### src/rtl/mv_avg_bcd.sv
`default_nettype none
// ============================================================================
// Module   : mv_avg_bcd
// Purpose  : Power-of-two moving average of ADC millivolt samples followed by
//            a sequential double-dabble conversion to four BCD digits.
// Revision : 1.0 - initial release
// ============================================================================
module mv_avg_bcd #(
    parameter int AVG_LOG2 = 4
) (
    input  logic        clk,
    input  logic        reset,
    input  logic        sample_valid,
    input  logic [15:0] sample_mV,
    output logic [15:0] avg_mV,
    output logic [15:0] bcd_out,
    output logic        bcd_valid,
    output logic        busy
);

    localparam int          DEPTH     = 1 << AVG_LOG2;
    localparam int          SUM_W     = 16 + AVG_LOG2;
    localparam logic [15:0] c_MAX_DEC = 16'd9999;
    localparam logic [3:0]  c_LAST_IT = 4'd15;

    typedef enum logic [0:0] {
        S_IDLE    = 1'b0,
        S_CONVERT = 1'b1
    } state_t;

    logic [15:0]      r_buf [DEPTH];
    logic [15:0]      w_old;
    logic [SUM_W-1:0] r_sum;

    state_t      r_state;
    state_t      w_state_next;
    logic        w_load;
    logic        w_last;
    logic        r_pending;
    logic [3:0]  r_iter;
    logic [15:0] r_bin;
    logic [15:0] r_bcd;
    logic [15:0] w_adj;
    logic [31:0] w_pair;
    logic [15:0] w_clamped;

    // ------------------------------------------------------------------
    // Sample ring buffer; a single-entry window needs no pointer at all
    // ------------------------------------------------------------------
    generate
        if (AVG_LOG2 == 0) begin : g_single
            assign w_old = r_buf[0];

            always_ff @(posedge clk) begin
                if (reset) begin
                    r_buf[0] <= '0;
                end else if (sample_valid) begin
                    r_buf[0] <= sample_mV;
                end
            end
        end else begin : g_ring
            logic [AVG_LOG2-1:0] r_wr_ptr;

            assign w_old = r_buf[r_wr_ptr];

            always_ff @(posedge clk) begin
                if (reset) begin
                    r_wr_ptr <= '0;
                    for (int i = 0; i < DEPTH; i++) begin
                        r_buf[i] <= '0;
                    end
                end else if (sample_valid) begin
                    r_buf[r_wr_ptr] <= sample_mV;
                    r_wr_ptr        <= r_wr_ptr + 1'b1;
                end
            end
        end
    endgenerate

    // The evicted sample is always part of the sum, so this cannot underflow
    always_ff @(posedge clk) begin
        if (reset) begin
            r_sum <= '0;
        end else if (sample_valid) begin
            r_sum <= r_sum + SUM_W'(sample_mV) - SUM_W'(w_old);
        end
    end

    assign avg_mV    = r_sum[SUM_W-1 -: 16];
    assign w_clamped = (avg_mV > c_MAX_DEC) ? c_MAX_DEC : avg_mV;

    // ------------------------------------------------------------------
    // Conversion FSM
    // ------------------------------------------------------------------
    always_ff @(posedge clk) begin
        if (reset) begin
            r_state <= S_IDLE;
        end else begin
            r_state <= w_state_next;
        end
    end

    always_comb begin
        w_state_next = r_state;
        w_load       = 1'b0;
        w_last       = 1'b0;
        case (r_state)
            S_IDLE: begin
                if (r_pending) begin
                    w_state_next = S_CONVERT;
                    w_load       = 1'b1;
                end
            end
            S_CONVERT: begin
                if (r_iter == c_LAST_IT) begin
                    w_state_next = S_IDLE;
                    w_last       = 1'b1;
                end
            end
            default: w_state_next = S_IDLE;
        endcase
    end

    generate
        for (genvar n = 0; n < 4; n++) begin : g_nib
            assign w_adj[4*n +: 4] = (r_bcd[4*n +: 4] >= 4'd5) ? (r_bcd[4*n +: 4] + 4'd3)
                                                               : r_bcd[4*n +: 4];
        end
    endgenerate

    assign w_pair = {w_adj, r_bin} << 1;

    always_ff @(posedge clk) begin
        if (reset) begin
            r_pending <= 1'b0;
            r_iter    <= '0;
            r_bin     <= '0;
            r_bcd     <= '0;
            bcd_out   <= '0;
            bcd_valid <= 1'b0;
        end else begin
            bcd_valid <= w_last;
            if (w_load) begin
                r_bin  <= w_clamped;
                r_bcd  <= '0;
                r_iter <= '0;
            end else if (r_state == S_CONVERT) begin
                r_bin  <= w_pair[15:0];
                r_bcd  <= w_pair[31:16];
                r_iter <= r_iter + 1'b1;
            end
            if (w_last) begin
                bcd_out <= w_pair[31:16];
            end
            // A new sample wins over consumption so it is never lost
            if (sample_valid) begin
                r_pending <= 1'b1;
            end else if (w_load) begin
                r_pending <= 1'b0;
            end
        end
    end

    assign busy = (r_state == S_CONVERT);

endmodule
`default_nettype wire

### config.mk
export PLATFORM = sky130hd
export DESIGN_NAME = mv_avg_bcd
export DESIGN_NICKNAME = d
export VERILOG_FILES = /design/src/rtl/mv_avg_bcd.sv
export SDC_FILE = /design/constraint.sdc
export NUM_CORES = 1
export LEC_CHECK = 0
export CAP_MARGIN = 20
export CELL_PAD_IN_SITES_DETAIL_PLACEMENT = 0
export CELL_PAD_IN_SITES_GLOBAL_PLACEMENT = 1
export CORE_MARGIN = 2
export CORE_UTILIZATION = 50
export CTS_CLUSTER_DIAMETER = 80
export CTS_CLUSTER_SIZE = 8
export DETAILED_ROUTE_END_ITERATION = 10
export DONT_BUFFER_PORTS = 1
export GPL_TIMING_DRIVEN = 0
export HOLD_SLACK_MARGIN = 0.02
export MAX_ROUTING_LAYER = met4
export PLACE_DENSITY = 0.83
export REMOVE_ABC_BUFFERS = 1
export SLEW_MARGIN = 20
export SYNTH_ARGS = -nofsm -noshare
export SYNTH_HDL_FRONTEND = slang
export SYNTH_SLANG_ARGS = --single-unit
### constraint.sdc
create_clock -name clk -period 11.7 [get_ports clk]
set_input_delay 2.34 -clock clk [delete_from_list [all_inputs] [get_ports clk]]
set_output_delay 2.34 -clock clk [all_outputs]
set_load 0.005 [all_outputs]
==> results of run 1 <==
[how the worst min path moves through the flow]
| stage | cells past startpoint | slack, ns | startpoint | to |
|---|---|---|---|---|
| floorplan | 2 | 0.43 | r_bin[15]$_SDFFE_PP0P_ | bcd_out[0]$_SDFFE_PP0P_ |
| global placement | 2 | 0.46 | bcd_out[0]$_SDFFE_PP0P_ | bcd_out[0]$_SDFFE_PP0P_ |
| detailed placement | 2 | 0.46 | r_bin[15]$_SDFFE_PP0P_ | bcd_out[0]$_SDFFE_PP0P_ |
| CTS | 2 | 0.47 | bcd_out[0]$_SDFFE_PP0P_ | bcd_out[0]$_SDFFE_PP0P_ |
| global route | 2 | 0.49 | bcd_out[1]$_SDFFE_PP0P_ | bcd_out[1]$_SDFFE_PP0P_ |
| finish | 2 | 0.47 | bcd_out[10]$_SDFFE_PP0P_ | bcd_out[10]$_SDFFE_PP0P_ |
[state kept, by name, indices dropped and copies added (netlist names), named ones only]
register / flops
r_buf: 256
r_sum: 20
bcd_out: 16
r_bcd: 16
r_bin: 16
g_ring.r_wr_ptr: 4
r_iter: 4
bcd_valid: 1
busy: 1
r_pending: 1
[tightest hold or removal path: stages (launching register included)]
cell,delay [ns]
dfxtp_1,0.31
nand2_1,0.05
a21oi_1,0.05
[metrics by stage]
stage / power (mW) / area, um2 / setup slack, ns
4_1_cts: 3.52 / 18300 / 6.57
5_1_grt: 3.66 / 18300 / 6.36
3_3_place_gp: 2.23 / 16600 / 3.87
3_5_place_dp: 2.25 / 16900 / 6.51
2_1_floorplan: 2.02 / 16000 / 5.68
6_report: 3.50 / 18300 / 6.49
[layer usage]
layer	share of wire [%]	GRT usage, %	up-vias
met5	0	-	-
met4	2.8	7.54	0
met3	8.2	4.16	89
met2	48	38.0	478
met1	41	30.8	5256
li1	-	-	4739
[power by group]
group | internal [mW] | leakage, nW | switching, mW
clock network | 0.762 | 0.658 | 0.508
registers | 1.37 | 3.33 | 0.0752
logic | 0.328 | 3.57 | 0.463
total | 2.46 | 7.55 | 1.05
[cells by family after synthesis]
family,count (synthesis)
AO/OA/AOI/OAI,144
XOR/XNOR,23
adder cells (fa/ha/maj),52
buffers and inverters,209
flip-flops,339
multiplexers,102
AND/OR/NAND/NOR,436
[layout by cell type (no fill, tap or decap), types with 10 or more instances in the layout]
master       n
a211oi_1    20
a21o_1      21
a21oi_1     42
and3_1     259
clkbuf_1    23
clkbuf_16   48
dfxtp_1     79
edfxtp_1   256
fa_1        16
ha_1        32
inv_1       70
mux2i_1     22
mux4_2      76
nand2_1     47
nand3_1     13
nand4_1     11
nor2_1      69
o21ai_0     18
o22ai_1     10
xnor2_1     17
[area by class of cell]
cell class | count | share of cell area (%)
Tap cell | 442 | 3.02
Inverter | 71 | 1.46
Timing Repair Buffer | 14 | 1.52
Clock buffer | 72 | 7.11
Multi-Input combinational cell | 757 | 35.4
Clock inverter | 4 | 0.390
Sequential cell | 339 | 51.1
==> out/metrics.yaml, run 1 <==
fin_util_pct: 56.0
drive_gt1_share_pct: 12.6
leakage_nw: 7.55
final-instance-count-excl-fill: 1699
wirelength_um: 39900
grt_max_degree: 82
synth_cell_types: 60
die_h_um: 187
finalHoldViolCount: 0
synth_edf_count: 256
cts_buffer_depth: 3
drt-wirelength-per-cell_um: 23.5
ctsResizeCount: 0
rows: 66
vias_per_cell: 6.22
die_x_um: 187
vdd_drop_max_mv: 0.135
slowest_stage: "dfxtp_4"
avgSynthCellArea_um2: 12.8
cp_max_fo: 34
rrSetupSlack_ns: 6.49
finalCritPeriodShare_pct: 44.5
synth_compound_area_share_pct: 5.75
finalCriticalPeriod_ns: 5.21
first_pass_iters: 6
cap_violations: 0
endpoint_kind: "flop"
yosys_warnings: 0
worstPathArrival_ns: 5.62
hp-class: "flop to flop"
nFillCells: 2618
track_usage_pct: 23.7
synth_area_leaders: "edfxtp_1, mux4_2, dfxtp_1"
drt_iter0_drc: 987
worstMarginPinSlew_ns: 1.11
synth_top_area_share_pct: 46.1
antenna_found_initial: 0
synth_top_family_by_area: "simple AND/OR/NAND/NOR gates"
worstSetupEndpoint: "r_sum[14]$_SDFFE_PP0P_"
crit_chain: "buf_16 > mux4_1 > mux4_2 > inv_1 > fa_1 > ha_1 > a21oi_1 > nand2_1 > o311ai_0 > o221ai_1 > xnor2_1 > o21ai_0"
numClockSinks: 339
fin_tns_setup_ns: 0
fp.dieArea_um2: 34800
skew_ns: 0.0225
syn-instance-count: 1305
setup_violations: 0
multi_input_area_um2: 6480
h-tree-depth: 2
synth-main-ff-cell: "edfxtp_1"
cp.required_ns: 12.11
antennaDiodeCount: 0
dp.cells: 1623
timing.rr.end: "r_sum[14]$_SDFFE_PP0P_"
vias: 10562
area_delta_synth_final_pct: 9.75
cts_tree: "built"
core_region_area_um2: 32700
crit_path_max_incr_delay_ns: 0.81
ant_nets: 0
fmax_mhz: 192
drc: 0
synth_simple_gate_area_share_pct: 14.7
hold_ws_ns: 0.466
synth.top_cells.by_count: "and3_1, edfxtp_1, clkbuf_1"
place_hpwl_um: 23600
status: "finished, final reports clean"
slew_headroom_pct: 26.2
start_util_pct: 51.0
synth_fa_ha_area_share_pct: 4.62
boundaryPins: 53
rsz0062_at_grt: "false"
grt_pass1_vias: 10723
yosys-mux-area-fraction_pct: 12.2
clk_pin_slew_ns: 0.06
grt_pass1_wl_um: 62300
crit_path_start_kind: "flop"
numCtsBuffers: 48
cp_num_buf_inv: 2
seq_area_um2: 9360
fin_nets: 1302
ys_async_sr_fraction_pct: 0
insertion_delay_ns: 0.56
yosysSeqAreaShare_pct: 56.0
crit_family: "compound AO/OA/AOI/OAI gates"
p_per_area_nw_per_um2: 191
globalplace.congestion: 0.828
ys_ff_latch: 339
path_class: "flop to flop"
post_cts_buffers: 0
netlist_area_um2: 16700
synthMostInstantiatedCell: "and3_1"
clockRootBuffer: "clkbuf_16"
postCtsHoldBufs: 0
overflow: 0
cp.depth: 12
io_buffers: 0
synth_top_area_cell: "edfxtp_1"
synthXorXnorAreaFrac_pct: 1.21
slew_viol_final: 0
rr_worst_depth: 12
No activity file was read; power rests on OpenSTA's default activity.
==> inputs of run 2 (changes only) <==
--- a/config.mk
+++ b/config.mk
@@ -9,7 +9,7 @@
 export CELL_PAD_IN_SITES_DETAIL_PLACEMENT = 0
 export CELL_PAD_IN_SITES_GLOBAL_PLACEMENT = 1
 export CORE_MARGIN = 2
-export CORE_UTILIZATION = 50
+export CORE_UTILIZATION = 48
 export CTS_CLUSTER_DIAMETER = 80
 export CTS_CLUSTER_SIZE = 8
 export DETAILED_ROUTE_END_ITERATION = 10
==> constraint.sdc (replaced) <==
create_clock -name clk -period 4.3 [get_ports clk]
set_input_delay 0.86 -clock clk [delete_from_list [all_inputs] [get_ports clk]]
set_output_delay 0.86 -clock clk [all_outputs]
set_load 0.005 [all_outputs]
==> out/metrics.yaml, run 2 (synthesized netlist as in run 1, its figures left out) <==
fmax_mhz: 241  # +25%
layout_common_cells: "and3_1, edfxtp_1, dfxtp_1"
place_hpwl_um: 23400  # -0.90%
slowest_stage: "mux4_2"
worstPathArrival_ns: 4.61  # -1.01 ns
die_x_um: 190  # +2.0%
largestRegisters: "r_buf: 256 flops, r_sum: 20 flops"
postCtsHoldBufs: 0  # unchanged
fin_area_um2: 18500  # +0.81%
p_per_area_nw_per_um2: 519  # +170%
rows: 68  # +3.0%
cp_num_buf_inv: 2  # unchanged
multi_input_area_um2: 6510  # +0.48%
track_usage_pct: 23.5  # -0.12 points
hp-class: "input pin to flop"
vdd_drop_max_mv: 0.310  # +130%
grt_pass1_vias: 10607  # -1.1%
nFillCells: 2795  # +6.8%
slew_headroom_pct: 20.8  # -5.4 points
p_clk_share_pct: 35.7  # -0.5 points
drc: 0  # unchanged
globalplace.congestion: 0.875  # +5.7%
clk_pin_slew_ns: 0.05  # about the same
finalCriticalPeriod_ns: 4.15  # -1.06 ns
vias: 10559  # -0.028%
ant_nets: 0  # unchanged
largest_register: "r_buf"
endpoint_kind: "flop"
rsz0062_at_grt: "true"
grt_max_degree: 82  # unchanged
cp.required_ns: 4.76  # -7.35 ns
mostFrequentLayoutCell: "and3_1"
totalPowerFinal_mw: 9.59  # +170%
overflow: 0  # unchanged
crit_chain: "buf_16 > mux4_2 > mux4_2 > fa_1 > inv_1 > ha_1 > a21o_1 > a31o_1 > o21ai_2 > a21oi_1 > or3_1 > a32o_1"
die_h_um: 190  # +2.0%
wirelength_um: 40500  # +1.4%
largest_reg_flops: 256  # unchanged
final-instance-count-excl-fill: 1716  # +1.0%
area_delta_synth_final_pct: 10.6
cp_max_fo: 32  # -5.9%
antennaDiodeCount: 0  # unchanged
finalCritPeriodShare_pct: 96.6  # +52 points
comb_power_share_pct: 23.4  # +0.8 points
io_buffers: 0  # unchanged
setup_ws_ns: 0.146  # -6.34 ns
status: "finished, final reports clean"
fp.dieArea_um2: 36300  # +4.1%
cap_violations: 0  # unchanged
clockRootBuffer: "clkbuf_16"
cts_tree: "built"
fin_nets: 1309  # +0.54%
core_region_area_um2: 34400  # +5.1%
boundaryPins: 53  # unchanged
cts_buffer_depth: 3  # unchanged
insertion_delay_ns: 0.57  # about the same
start_util_pct: 48.5  # -2.5 points
seq_area_um2: 9360  # unchanged
grt_pass1_wl_um: 62800  # +0.81%
crit_path_start_kind: "flop"
pwr-share-seq_pct: 40.9  # -0.3 points
crit_family: "multiplexers"
fin_tns_setup_ns: 0  # unchanged
antenna_found_initial: 0  # unchanged
first_pass_iters: 6  # unchanged
drive_gt1_share_pct: 13.5  # +0.91 points
dp.cells: 1638  # +0.92%
vias_per_cell: 6.15  # -1.0%
numClockSinks: 339  # unchanged
setup_violations: 0  # unchanged
skew_ns: 0.0244  # +0.00195 ns
p_switching_mw: 2.89  # +180%
p_int_mw: 6.70  # +170%
pre_cts_slack_ns: -0.681  # -7.19 ns
swShare_pct: 30.1  # +0.30 points
drt_iter0_drc: 1060  # +7.4%
path_class: "flop to flop"
slew_viol_final: 0  # unchanged
dpl-instance-area_um2: 17000  # +0.44%
drt-wirelength-per-cell_um: 23.6  # +0.42%
leakage_nw: 7.60  # +0.58%
crit_path_max_incr_delay_ns: 0.57  # -0.24 ns
worstMarginPinSlew_ns: 1.19  # +0.0789 ns
finalHoldViolCount: 0  # unchanged
h-tree-depth: 2  # unchanged
numCtsBuffers: 48  # unchanged
cpMostUsedCell: "mux4_2"
-- run 2: path summary, 6_finish.rpt --
path	from	to	slack (ns)	cells past startpoint
hold reg to reg	r_bin[15]$_SDFFE_PP0P_	bcd_out[0]$_SDFFE_PP0P_	0.47	2
setup reg to reg	flop	r_sum[15]$_SDFFE_PP0P_	0.15	12
hold / removal	reset	r_sum[10]$_SDFFE_PP0P_	0.38	1
setup / recovery	flop	r_sum[15]$_SDFFE_PP0P_	0.15	12
-- run 2: repair_timing --
item,in CTS,in global routing
pin swaps,0,1
buffers inserted,5,0
gates resized for setup,1,6
endpoints found under the setup margin,15,5
-- run 2: per-layer routing --
metal  vias up  track usage, %  share of wire, %
met4         0            7.19               2.4
met2       501            37.0                47
li1       4752               -                 -
met5         -               -                 0
met3        70            5.41               9.3
met1      5236            30.6                41
-- run 2: layout make-up --
type / count / area share, %
Tap cell: 455 / 3.08
Multi-Input combinational cell: 757 / 35.3
Inverter: 71 / 1.44
Clock inverter: 4 / 0.400
Clock buffer: 69 / 6.93
Sequential cell: 339 / 50.7
Timing Repair Buffer: 21 / 2.16
-- run 2: worst reg2reg max path, cell delays in order (launching register included) --
cell and delay, ns:
dfxtp_4 0.40, buf_16 0.25, mux4_2 0.61, mux4_2 0.53, fa_1 0.51, inv_1 0.04, ha_1 0.35, a21o_1 0.24
a31o_1 0.25, o21ai_2 0.19, a21oi_1 0.10, or3_1 0.35, a32o_1 0.25
-- run 2: stage by stage --
| step | hold WS, ns | utilization [%] |
|---|---|---|
| 2_1_floorplan | 0.434 | - |
| 6_report | 0.375 | 53.7 |
| 5_1_grt | 0.347 | 53.7 |
| 4_1_cts | 0.346 | 53.6 |
| 3_5_place_dp | 0.461 | 49.5 |
| 3_3_place_gp | 0.457 | 48.3 |
-- run 2: power by group through the flow --
stage | combinational [mW] | sequential (mW) | clock [mW]
6_report | 2.24 | 3.92 | 3.43
5_1_grt | 2.46 | 3.94 | 3.61
4_1_cts | 2.18 | 3.92 | 3.48
3_5_place_dp | 2.13 | 4.00 | 0
3_3_place_gp | 2.04 | 4.02 | 0
2_1_floorplan | 1.58 | 3.93 | 0
==> inputs of run 3 (changes only) <==
--- a/config.mk
+++ b/config.mk
@@ -5,11 +5,12 @@
 export SDC_FILE = /design/constraint.sdc
 export NUM_CORES = 1
 export LEC_CHECK = 0
+export ABC_AREA = 1
 export CAP_MARGIN = 20
 export CELL_PAD_IN_SITES_DETAIL_PLACEMENT = 0
 export CELL_PAD_IN_SITES_GLOBAL_PLACEMENT = 1
 export CORE_MARGIN = 2
-export CORE_UTILIZATION = 48
+export CORE_UTILIZATION = 45
 export CTS_CLUSTER_DIAMETER = 80
 export CTS_CLUSTER_SIZE = 8
 export DETAILED_ROUTE_END_ITERATION = 10
==> out/metrics.yaml, run 3 <==
finalCritPeriodShare_pct: 92.2  # -4.4 points
hp-class: "input pin to flop"
synthMostInstantiatedCell: "nor2_1"
cts_buffer_depth: 3  # unchanged
rsz0062_at_grt: "false"
status: "finished, final reports clean"
grt_pass1_wl_um: 65300  # +4.1%
nFillCells: 3239  # +16%
ant_nets: 0  # unchanged
yosysSeqAreaShare_pct: 55.5  # -0.52 points
vias: 12068  # +14%
area_delta_synth_final_pct: 9.18
synth-main-ff-cell: "edfxtp_1"
numCtsBuffers: 48  # unchanged
syn-instance-count: 1768  # +35%
wirelength_um: 42000  # +3.8%
numClockSinks: 339  # unchanged
synth_simple_gate_area_share_pct: 14.7  # +0.020 points
crit_chain: "buf_12 > buf_16 > mux2i_1 > o21ai_0 > o211ai_1 > nand2_1 > fa_1 > inv_1 > ha_1 > a21oi_1 > nand2_1 > a21oi_1 > nand3_1 > nand2_1 > nand3_1 > nand2_1 > inv_1"
yosys-mux-area-fraction_pct: 3.80  # -8.4 points
antennaDiodeCount: 0  # unchanged
slew_headroom_pct: 39.9  # +19 points
path_class: "flop to flop"
synth_edf_count: 256  # unchanged
fin_nets: 1782  # +36%
hold_ws_ns: 0.395  # +0.0203 ns
endpoint_kind: "flop"
first_pass_iters: 5  # -1
largestRegisters: "r_buf: 256 flops, r_sum: 20 flops"
hp-start: "sample_valid"
min_delay_path_depth: 1  # unchanged
cp.depth: 17  # +5
synth_top_area_share_pct: 45.6  # -0.43 points
die_h_um: 197  # +3.7%
synthXorXnorAreaFrac_pct: 0.728  # -0.48 points
cap_violations: 0  # unchanged
clockRootBuffer: "clkbuf_16"
netlist_area_um2: 16800  # +0.94%
overflow: 0  # unchanged
pre_cts_slack_ns: 0.182  # +0.863 ns
h-tree-depth: 2  # unchanged
largest_register: "r_buf"
vdd_drop_max_mv: 0.344  # +11%
drive_gt1_share_pct: 5.55  # -7.9 points
boundaryPins: 53  # unchanged
synth_area_leaders: "edfxtp_1, dfxtp_1, nor2_1"
grt_max_degree: 73  # -11%
drt-wirelength-per-cell_um: 19.0  # -20%
crit_path_max_incr_delay_ns: 0.53  # -0.04 ns
ys_async_sr_fraction_pct: 0  # unchanged
synth_top_area_cell: "edfxtp_1"
cpMostUsedCell: "nand2_1"
cp_max_fo: 58  # +81%
worstMarginPinSlew_ns: 0.898  # -0.288 ns
synth.top_cells.by_count: "nor2_1, edfxtp_1, inv_1"
leakage_nw: 7.49  # -1.4%
place_hpwl_um: 26500  # +13%
crit_family: "compound AO/OA/AOI/OAI gates"
slowest_stage: "dfxtp_4"
insertion_delay_ns: 0.56  # about the same
die_x_um: 197  # +3.7%
crit_path_start_kind: "flop"
setup_ws_ns: 0.336  # +0.190 ns
worstPathArrival_ns: 4.42  # -0.19 ns
cp_num_buf_inv: 4  # +2
rows: 70  # +2.9%
antenna_found_initial: 0  # unchanged
core_region_area_um2: 36700  # +6.8%
rr_worst_depth: 17  # +5
synth_cell_types: 38  # -37%
yosys_warnings: 0  # unchanged
layout_common_cells: "nor2_1, edfxtp_1, inv_1"
avgSynthCellArea_um2: 9.52  # -25%
synth_fa_ha_area_share_pct: 4.58  # -0.043 points
finalHoldViolCount: 0  # unchanged
drt_iter0_drc: 1083  # +2.2%
synth_top_family_by_area: "simple AND/OR/NAND/NOR gates"
drc: 0  # unchanged
finalCriticalPeriod_ns: 3.96  # -0.190 ns
slew_viol_final: 0  # unchanged
setup_violations: 0  # unchanged
mostFrequentLayoutCell: "nor2_1"
cp.required_ns: 4.75  # about the same
p_per_area_nw_per_um2: 518  # -0.29%
start_util_pct: 45.9  # -2.6 points
fmax_mhz: 252  # +4.8%
globalplace.congestion: 0.874  # -0.13%
ys_ff_latch: 339  # unchanged
synth_compound_area_share_pct: 11.8  # +6.1 points
cts_tree: "built"
io_buffers: 0  # unchanged
skew_ns: 0.0307  # +0.00625 ns
fp.dieArea_um2: 39000  # +7.5%
grt_pass1_vias: 11515  # +8.6%
track_usage_pct: 22.5  # -1.0 points
largest_reg_flops: 256  # unchanged
vias_per_cell: 5.45  # -11%
clk_pin_slew_ns: 0.06  # about the same
[run 3: cell count changes after synthesis, moves of 92 or more]
| cell | before | now |
|---|---|---|
| nand2_1 | 47 | 184 |
| nor2_1 | 70 | 313 |
| a21oi_1 | 42 | 134 |
| o21ai_0 | 18 | 126 |
| inv_1 | 70 | 211 |
| and3_1 | 260 | 1 |
[run 3: worst register-to-register path, cell delays in order, from the launching register on]
cell      delay, ns
dfxtp_4        0.53
buf_12         0.27
buf_16         0.29
mux2i_1        0.23
o21ai_0        0.10
o211ai_1       0.36
nand2_1        0.19
fa_1           0.51
inv_1          0.04
ha_1           0.36
a21oi_1        0.27
nand2_1        0.12
a21oi_1        0.19
nand3_1        0.11
nand2_1        0.06
nand3_1        0.12
nand2_1        0.09
inv_1          0.04
[run 3: kinds of logic after synthesis]
group	after synthesis
AOI/OAI and AO/OA	353
buffers and inverters	344
and+or+nand+nor	602
DFF	339
adders and majority gates	52
muxes	64
xor gates and xnor gates	14
[run 3: layout make-up]
type / count / area [um2] / share of cell area, %
inverter: 229 / 871 / 4.74
sequential: 339 / 9360 / 50.9
clock inverter: 3 / 22.5 / 0.122
timing repair buffer: 8 / 185 / 1.01
multi-input combinational: 1085 / 6000 / 32.6
tap: 468 / 586 / 3.18
clock buffer: 83 / 1360 / 7.42
[run 3: power breakdown]
group | total [mW] | internal, mW | switching (mW)
logic | 2.17 | 0.722 | 1.45
registers | 3.86 | 3.71 | 0.143
clock network | 3.50 | 2.13 | 1.37
total | 9.52 | 6.56 | 2.96
[run 3: worst paths after layout]
kind | slack (ns) | end
worst min-delay path | 0.40 | r_sum[6]$_SDFFE_PP0P_
worst max-delay path | 0.34 | r_sum[19]$_SDFFE_PP0P_
worst max register to register | 0.34 | r_sum[19]$_SDFFE_PP0P_
worst min register to register | 0.46 | r_bin[0]$_SDFFE_PP0P_
[run 3: repair_timing]
action / 4_1_cts / 5_1_grt
setup endpoints to repair: 0 / 14
hold buffers: 0 / 0
gates resized for setup: 0 / 4
buffers inserted: 0 / 1
[run 3: routing by layer]
metal  global-route usage, %  wire length, um  vias up
met5                       -                0        -
met3                    3.31             2910       67
met1                    30.6            18400     5765
li1                        -                -     5804
met4                    7.05             1120        0
met2                    34.9            19500      432
[run 3: stage by stage]
stage	power, mW	instance area (um2)	util [%]	TNS (ns)	instances
after floorplan	5.47	16200	-	-42.48	1653
after global placement	6.05	16800	45.8	-100.46	2121
after detailed placement	6.05	17000	46.3	0	2128
after CTS	9.53	18400	50.0	0	2214
after global routing	10.0	18400	50.1	0	2215
final	9.52	18400	50.1	0	2215
